<file path="src/rtl/spi_slave_if.sv">
// rtl/spi_slave_if.sv - SPI responder, oversampled in clk_i, with valid/ready TX and RX streams
// Define SPI_SLAVE_RX_FIFO_EN for a 4-entry RX FIFO instead of the single RX register.
module spi_slave_if #(
   parameter int DATA_W = 8,
   parameter bit CPOL   = 1'b0,
   parameter bit CPHA   = 1'b0
) (
   input  logic              clk_i,
   input  logic              reset_n_i,
   input  logic              spi_ssel_i,
   input  logic              spi_sck_i,
   input  logic              spi_mosi_i,
   output logic              spi_miso_o,
   input  logic [DATA_W-1:0] tx_data_i,
   input  logic              tx_valid_i,
   output logic              tx_ready_o,
   output logic [DATA_W-1:0] rx_data_o,
   output logic              rx_valid_o,
   input  logic              rx_ready_i,
   output logic              rx_overrun_o,
   output logic              tx_underrun_o,
   input  logic              status_clr_i,
   output logic              busy_o
);

   localparam int CNT_W = (DATA_W > 2) ? $clog2(DATA_W) : 1;
   localparam logic [CNT_W-1:0] LAST_BIT = CNT_W'(DATA_W - 1);

   typedef enum logic {IDLE, SHIFT} state_t;

   state_t            state;
   logic              ssel_s1, ssel_s2, sck_s1, sck_s2, sck_s3, mosi_s1, mosi_s2;
   logic              armed;
   logic [CNT_W-1:0]  bit_cnt;
   logic [DATA_W-1:0] rx_shift, tx_shift, hold_data, word_src;
   logic              hold_full, out_bit, ur_pending, word_done;
   logic              sck_rise, sck_fall, lead_edge, trail_edge, sample_edge, drive_edge;
   logic              word_end, slot_start, slot_next, underrun_set, overrun_set;

   // SSEL syncs reset to "selected" so a frame already running at reset release is ignored
   // until SSEL has been seen high (armed).
   always_ff @(posedge clk_i or negedge reset_n_i) begin
      if (!reset_n_i) begin
         ssel_s1 <= 1'b0;
         ssel_s2 <= 1'b0;
         sck_s1  <= CPOL;
         sck_s2  <= CPOL;
         sck_s3  <= CPOL;
         mosi_s1 <= 1'b0;
         mosi_s2 <= 1'b0;
      end else begin
         ssel_s1 <= spi_ssel_i;
         ssel_s2 <= ssel_s1;
         sck_s1  <= spi_sck_i;
         sck_s2  <= sck_s1;
         sck_s3  <= sck_s2;
         mosi_s1 <= spi_mosi_i;
         mosi_s2 <= mosi_s1;
      end
   end

   assign sck_rise    = sck_s2 & ~sck_s3;
   assign sck_fall    = ~sck_s2 & sck_s3;
   assign lead_edge   = CPOL ? sck_fall : sck_rise;
   assign trail_edge  = CPOL ? sck_rise : sck_fall;
   assign sample_edge = CPHA ? trail_edge : lead_edge;
   assign drive_edge  = CPHA ? lead_edge : trail_edge;

   assign word_end   = sample_edge && (bit_cnt == LAST_BIT);
   assign slot_start = (state == IDLE) && armed && !ssel_s2;
   assign slot_next  = (state == SHIFT) && !ssel_s2 && word_end;
   assign word_src   = hold_full ? hold_data : '0;
   assign tx_ready_o = !hold_full;

   // A continuation slot with no data is only reported once the master actually clocks
   // the next word, so the end of a frame never flags an underrun.
   assign underrun_set = (slot_start && !hold_full) ||
                         ((state == SHIFT) && !ssel_s2 && lead_edge && ur_pending);

   always_ff @(posedge clk_i or negedge reset_n_i) begin
      if (!reset_n_i) begin
         state      <= IDLE;
         busy_o     <= 1'b0;
         armed      <= 1'b0;
         bit_cnt    <= '0;
         rx_shift   <= '0;
         tx_shift   <= '0;
         hold_data  <= '0;
         hold_full  <= 1'b0;
         out_bit    <= 1'b0;
         ur_pending <= 1'b0;
         word_done  <= 1'b0;
         spi_miso_o <= 1'b0;
      end else begin
         word_done  <= 1'b0;
         spi_miso_o <= (state == SHIFT) && out_bit;
         if (ssel_s2) armed <= 1'b1;
         if (tx_valid_i && !hold_full) begin
            hold_data <= tx_data_i;
            hold_full <= 1'b1;
         end
         case (state)
            IDLE: begin
               bit_cnt    <= '0;
               ur_pending <= 1'b0;
               if (slot_start) begin
                  state  <= SHIFT;
                  busy_o <= 1'b1;
               end
            end
            SHIFT: begin
               if (ssel_s2) begin
                  state      <= IDLE;
                  busy_o     <= 1'b0;
                  bit_cnt    <= '0;
                  ur_pending <= 1'b0;
               end else begin
                  if (lead_edge) ur_pending <= 1'b0;
                  if (sample_edge) begin
                     rx_shift <= {rx_shift[DATA_W-2:0], mosi_s2};
                     if (word_end) begin
                        bit_cnt    <= '0;
                        word_done  <= 1'b1;
                        ur_pending <= !hold_full;
                     end else begin
                        bit_cnt <= bit_cnt + 1'b1;
                     end
                  end
                  // With CPHA=0 the trailing edge after the last bit must not shift:
                  // the next word's MSB is already on the line from the slot start.
                  if (drive_edge && (CPHA || (bit_cnt != '0))) begin
                     out_bit  <= tx_shift[DATA_W-1];
                     tx_shift <= tx_shift << 1;
                  end
               end
            end
            default: state <= IDLE;
         endcase
         if (slot_start || slot_next) begin
            if (hold_full) hold_full <= 1'b0;
            if (CPHA) begin
               tx_shift <= word_src;
            end else begin
               out_bit  <= word_src[DATA_W-1];
               tx_shift <= word_src << 1;
            end
         end
      end
   end

`ifdef SPI_SLAVE_RX_FIFO_EN
   logic [DATA_W-1:0] fifo_mem [4];
   logic [1:0]        wr_ptr, rd_ptr;
   logic [2:0]        fill;
   logic              push, pop;

   assign pop         = rx_ready_i && (fill != 3'd0);
   assign push        = word_done && ((fill != 3'd4) || pop);
   assign overrun_set = word_done && (fill == 3'd4) && !pop;
   assign rx_valid_o  = (fill != 3'd0);
   assign rx_data_o   = fifo_mem[rd_ptr];

   always_ff @(posedge clk_i or negedge reset_n_i) begin
      if (!reset_n_i) begin
         for (int i = 0; i < 4; i++) fifo_mem[i] <= '0;
         wr_ptr <= '0;
         rd_ptr <= '0;
         fill   <= '0;
      end else begin
         if (push) begin
            fifo_mem[wr_ptr] <= rx_shift;
            wr_ptr           <= wr_ptr + 1'b1;
         end
         if (pop) rd_ptr <= rd_ptr + 1'b1;
         if (push && !pop) fill <= fill + 1'b1;
         else if (pop && !push) fill <= fill - 1'b1;
      end
   end
`else
   assign overrun_set = word_done && rx_valid_o && !rx_ready_i;

   always_ff @(posedge clk_i or negedge reset_n_i) begin
      if (!reset_n_i) begin
         rx_data_o  <= '0;
         rx_valid_o <= 1'b0;
      end else if (word_done && (!rx_valid_o || rx_ready_i)) begin
         rx_data_o  <= rx_shift;
         rx_valid_o <= 1'b1;
      end else if (rx_ready_i) begin
         rx_valid_o <= 1'b0;
      end
   end
`endif

   always_ff @(posedge clk_i or negedge reset_n_i) begin
      if (!reset_n_i) begin
         rx_overrun_o  <= 1'b0;
         tx_underrun_o <= 1'b0;
      end else if (status_clr_i) begin
         rx_overrun_o  <= 1'b0;
         tx_underrun_o <= 1'b0;
      end else begin
         if (overrun_set)  rx_overrun_o  <= 1'b1;
         if (underrun_set) tx_underrun_o <= 1'b1;
      end
   end

endmodule

</file>
<file path="config.mk">
export PLATFORM = sky130hd
export DESIGN_NAME = spi_slave_if
export DESIGN_NICKNAME = d
export VERILOG_FILES = /design/src/rtl/spi_slave_if.sv
export SDC_FILE = /design/constraint.sdc
export NUM_CORES = 1
export LEC_CHECK = 0
export BUFFER_PORTS_ARGS = -buffer_cell sky130_fd_sc_hd__buf_4
export CAP_MARGIN = 20
export CORE_UTILIZATION = 55
export CTS_BUF_LIST = sky130_fd_sc_hd__clkbuf_4 sky130_fd_sc_hd__clkbuf_8
export CTS_CLUSTER_DIAMETER = 150
export DETAILED_ROUTE_END_ITERATION = 8
export PLACE_DENSITY = 0.79
export RECOVER_POWER = 50
export SYNTH_ARGS = -nofsm -noshare
export SYNTH_HDL_FRONTEND = slang
export SYNTH_SLANG_ARGS = --single-unit
</file>
<file path="constraint.sdc">
create_clock -name clk_i -period 3.7 [get_ports clk_i]
set_clock_uncertainty 0.15 [all_clocks]
set_input_delay 0.74 -clock clk_i [delete_from_list [all_inputs] [get_ports clk_i]]
set_output_delay 0.74 -clock clk_i [all_outputs]
set_load 0.01 [all_outputs]
</file>
; ---- Yosys cells after proc, flatten, opt, wreduce, memory -nomap -nowiden
; Index checks and enable logic that the tools add are counted.
; Widths: inputs -> output; s select.
[totals]
wordCells = 102
regBits = 53
inputBits = 16
out_inout_bits = 14
[op_classes]
n_mux = 37
n_reduce_logical = 30
eq_ne = 5
addsub = 1
bitwise_logic = 6
[op_table]
columns = cell, n
row1 = $mux 8, 5
row2 = $mux 1, 25
row3 = $logic_and 1x1->1, 14
row4 = $reduce_bool 2->1, 5
row5 = $mux 3, 3
row6 = $pmux 1 s2, 3
row7 = $pmux 3 s2, 1
row8 = $reduce_and 3->1, 2
row9 = $logic_not 1->1, 4
row10 = $ne 2x1->1 const B, 2
row11 = $not 1->1, 4
row12 = $add 3x1->3 const B, 1
row13 = $eq 3x3->1 const B, 1
row14 = $logic_or 1x1->1, 3
row15 = $ne 3x1->1 const B, 1
row16 = $reduce_bool 3->1, 1
row17 = $and 1x1->1, 2
row18 = $ne 2x2->1 const B, 1
row19 = $reduce_and 2->1, 1

; ---- Depth between registers and ports, before layout
[logic_depth]
word_depth = 7
ltp_mapped = 6
ltp_nobuf = 6

; ---- Worst setup path after synthesis
; Ideal clock, no wire load.
[synth_timing]
kind = input port to flip-flop
start = input rx_ready_i
end = register rx_data_o[0]
n_path_buf = 0
setup_slack_ps = 2009
arrival_ps = 1416
required_time_ps = 3425
setup_ps = 125
cell_stages = 4
path_cell_list = inv_1 nand2_1 nand2_1 mux2_2
[synth_between]
elab_chain_len = 2
[synth_rtl]
columns = item, line_no
row1 = from (decl), 19  ; input logic rx_ready_i,
row2 = $logic_or 1x1->1, 186  ; end else if (word_done && (!rx_valid_o || rx_ready_i)) begin
row3 = $logic_and 1x1->1, 186
row4 = to (signal assigned), 187  ; rx_data_o <= rx_shift;
row5 = to (decl), 17  ; output logic [DATA_W-1:0] rx_data_o,
; Every way passes these cells.
; A chain may end at the register's enable or synchronous reset.

; ---- Worst setup path after layout
[layout_timing]
start = register hold_full
end = output tx_ready_o
[layout_between]
elab_chain_len = 1
[layout_rtl]
columns = item, line_no
row1 = from (decl), 36  ; logic hold_full, out_bit, ur_pending, word_done;
row2 = from (signal assigned), 89  ; hold_full <= 1'b0;
row3 = from (signal assigned), 100  ; hold_full <= 1'b1;
row4 = from (signal assigned), 140  ; if (hold_full) hold_full <= 1'b0;
row5 = $logic_not 1->1, 73  ; assign tx_ready_o = !hold_full;
row6 = to (decl), 16  ; output logic tx_ready_o,
; Every way passes these cells.

==> flow_summary_export.csv <==
group,metric,value,unit
power_and_ir_drop,seq_power_share,59.2,%
power_and_ir_drop,switchingPower,304.7,uW
setup_path,start_kind,"flip-flop",
routing,wl_per_cell,15.28,um
power_and_ir_drop,ir_worst_vdd,0.2795,mV
layout,drive_gt1_share,40.56,%
clock_network,cts_hold_buffers,0,
timing,timing.final.crit_share,55.12,%
setup_path,worst-setup-path-type,"reg -> out",
power_and_ir_drop,power.density,498.9,nW/um^2
floorplan,io_pins,30,
synth,yosys_most_used_dff,"dfrtp_1",
routing,vias_per_cell,5.417,
synth,syn_area,2102,sq um
synth,syn_inst,149,
power_and_ir_drop,p_clk_share,25.0,%
synth,ys_ff_latch,52,
hold_path,hold_path.class,"reg -> reg",
routing,first_iter_violations,64,
clock_network,clk_pin_slew,80,ps
synth,avgSynthCellArea,14.11,sq um
layout,nets,199,
setup_path,r2r-start,"hold_full",
timing,period_minus_slack,2039,ps
floorplan,num_rows,22,
grt,grt_usage,19.69,%
grt,grt_antenna_before_repair,0,
timing,slew_violations,0,
routing,routed_wl,3483,um
placement,place_congestion,0.7289,
timing,finalSetupTns,0,ps
layout,area.growth.synth_to_final,15.60,%
synth,syn-num-nets,168,
timing,finalHoldViolations,0,
setup_path,ff2ff_setup_slack,1900,ps
routing,num_vias,1235,
power_and_ir_drop,switching_share,25.13,%
setup_path,critPathRequiredTime,2810,ps
layout,stdcell_count,228,
synth,synth_top_area_share,61.90,%
placement,dpl.hpwl,2472,um
power_and_ir_drop,p_int,907.6,uW
run_status,outcome,"finished, final reports clean",
synth,synth_edf_count,0,
layout,final_common_cell,"dfrtp_1",
layout,diodes,0,
clock_network,clockBufferDepth,2,
hold_path,holdCritStartpoint,"ssel_s1",
grt,grt_pass1_vias,1229,
power_and_ir_drop,leakagePower,1.195,nW
synth,yosys-top-cells-area,"dfrtp_1 (62%), mux2_2 (8.6%), mux2_4 (5.7%), a2bb2oi_1 (2.9%), o22a_2 (2.4%)",
grt,grt_start_max_net_pins,53,
floorplan,dieArea,4073,sq um
timing,setup_viol,0,
synth,yosysUniqueCellTypes,31,
floorplan,dieHeight,63.82,um
synth,synth-async-reset-ratio,100.0,%
timing,hold_ws,208.0,ps
clock_network,cts_buffers,5,
floorplan,die_w,63.82,um
routing,dr.pass1.iters,4,
timing,rsz0062_at_grt,"false",
synth,ys_warn_count,0,
floorplan,start_util,57.42,%
floorplan,core_area,3661,sq um
routing,postRouteAntennaNets,0,
grt,grt.overflow.total,0,
clock_network,cts_tree,"done",
clock_network,cts_sinks,52,
layout,final_cell_mix,"dfrtp_1 (52), buf_4 (25), mux2_2 (16)",
timing,fmax,490.3,MHz
synth,seq_area_frac_synth,61.90,%
clock_network,clk-insertion-delay-late,290,ps
placement,dp_cells,221,
setup_path,cp-end-kind,"output port",
timing,slew_headroom,54.32,%
setup_path,critical_path.startpoint,"hold_full",
placement,placed_cell_area,2349,sq um
setup_path,crit_fanout,12,
clock_network,cts_root_buffer,"clkbuf_8",
clock_network,htreeDepth,2,
layout,final_area,2430,sq um
placement,io_buffers,29,
power_and_ir_drop,pwr-share-comb,15.8,%
timing,worstMarginPinSlew,683.8,ps
synth,post-synth-top-area-cell,"dfrtp_1",
run,maxCapViolCount,0,
setup_path,cp.arrival,1150,ps
clock_network,cts_setup_buffers,0,
routing,drc,0,
grt,grt_pass1_wl,5947,um
clock_network,cts_resized,0,
==> layer usage <==
layer  GRT usage, %  wire (um)  up-vias
met3          6.607        145        4
met1          25.18       1548      621
li1               -          -      584
met5              0          0        -
met4          4.261         14        0
met2          32.58       1774       26
==> layout make-up <==
class / count / area [sq um]
fill: 266 / 1231
tap: 48 / 60.06
timing repair buffer: 29 / 217.7
clock buffer: 6 / 76.32
multi-input combinational: 84 / 739.5
inverter: 8 / 30.03
clock inverter: 1 / 5.005
sequential: 52 / 1301
==> cells in the mapped netlist (all sizes together), types with 2 or more instances <==
cell,number
mux2,24
and2,2
o21ai,2
o22ai,2
ha,3
clkbuf,2
nand2b,3
nand2,13
nor2,6
a22o,2
nor2b,3
buf,3
o22a,7
a31oi,2
inv,8
a2bb2oi,7
dfrtp,52
==> worst paths after layout <==
path | endpoint | cells after the start
max | tx_ready_o | 2
min | ssel_s2 | 0
max reg2reg | hold_data[2] | 2
min reg2reg | ssel_s2 | 0
max in group asynchronous | hold_data[7] | 1
min in group asynchronous | bit_cnt[1] | 1
==> registers in the layout, indices dropped and copies added, names as in the netlist, 3 cells and up <==
register   cells
bit_cnt        3
rx_data_o      8
rx_shift       8
tx_shift       7
hold_data      8
==> critical path, stage by stage, from the launching register on <==
cell     delay (ps)
dfrtp_1         570
inv_1           120
buf_4           160
==> through the flow <==
step	worst slack [ps]	power [mW]	util, %
CTS	1638	1.224	66.37
global placement	1672	0.9044	64.15
global route	1594	1.274	66.37
detailed placement	1627	0.9229	64.15
finish	1661	1.212	66.37
floorplan	2009	0.8500	-
==> power by group through the flow <==
stage	Clock [mW]	Sequential, mW	Combinational (mW)
global route	0.334	0.728	0.212
CTS	0.312	0.717	0.195
global placement	0	0.721	0.183
detailed placement	0	0.729	0.194
finish	0.303	0.718	0.191
floorplan	0	0.700	0.150
==> logic make-up (layout without fill, tap and decap cells) <==
group	count (synthesis)	after routing	synth area share, %
adders and majority gates	3	3	1.786
DFF	52	52	61.90
buffers and inverters	13	44	2.917
AOI/OAI and AO/OA	26	26	10.54
and+or+nand+nor	31	31	8.572
muxes	24	24	14.29
Power figures use the tool's default switching activity.
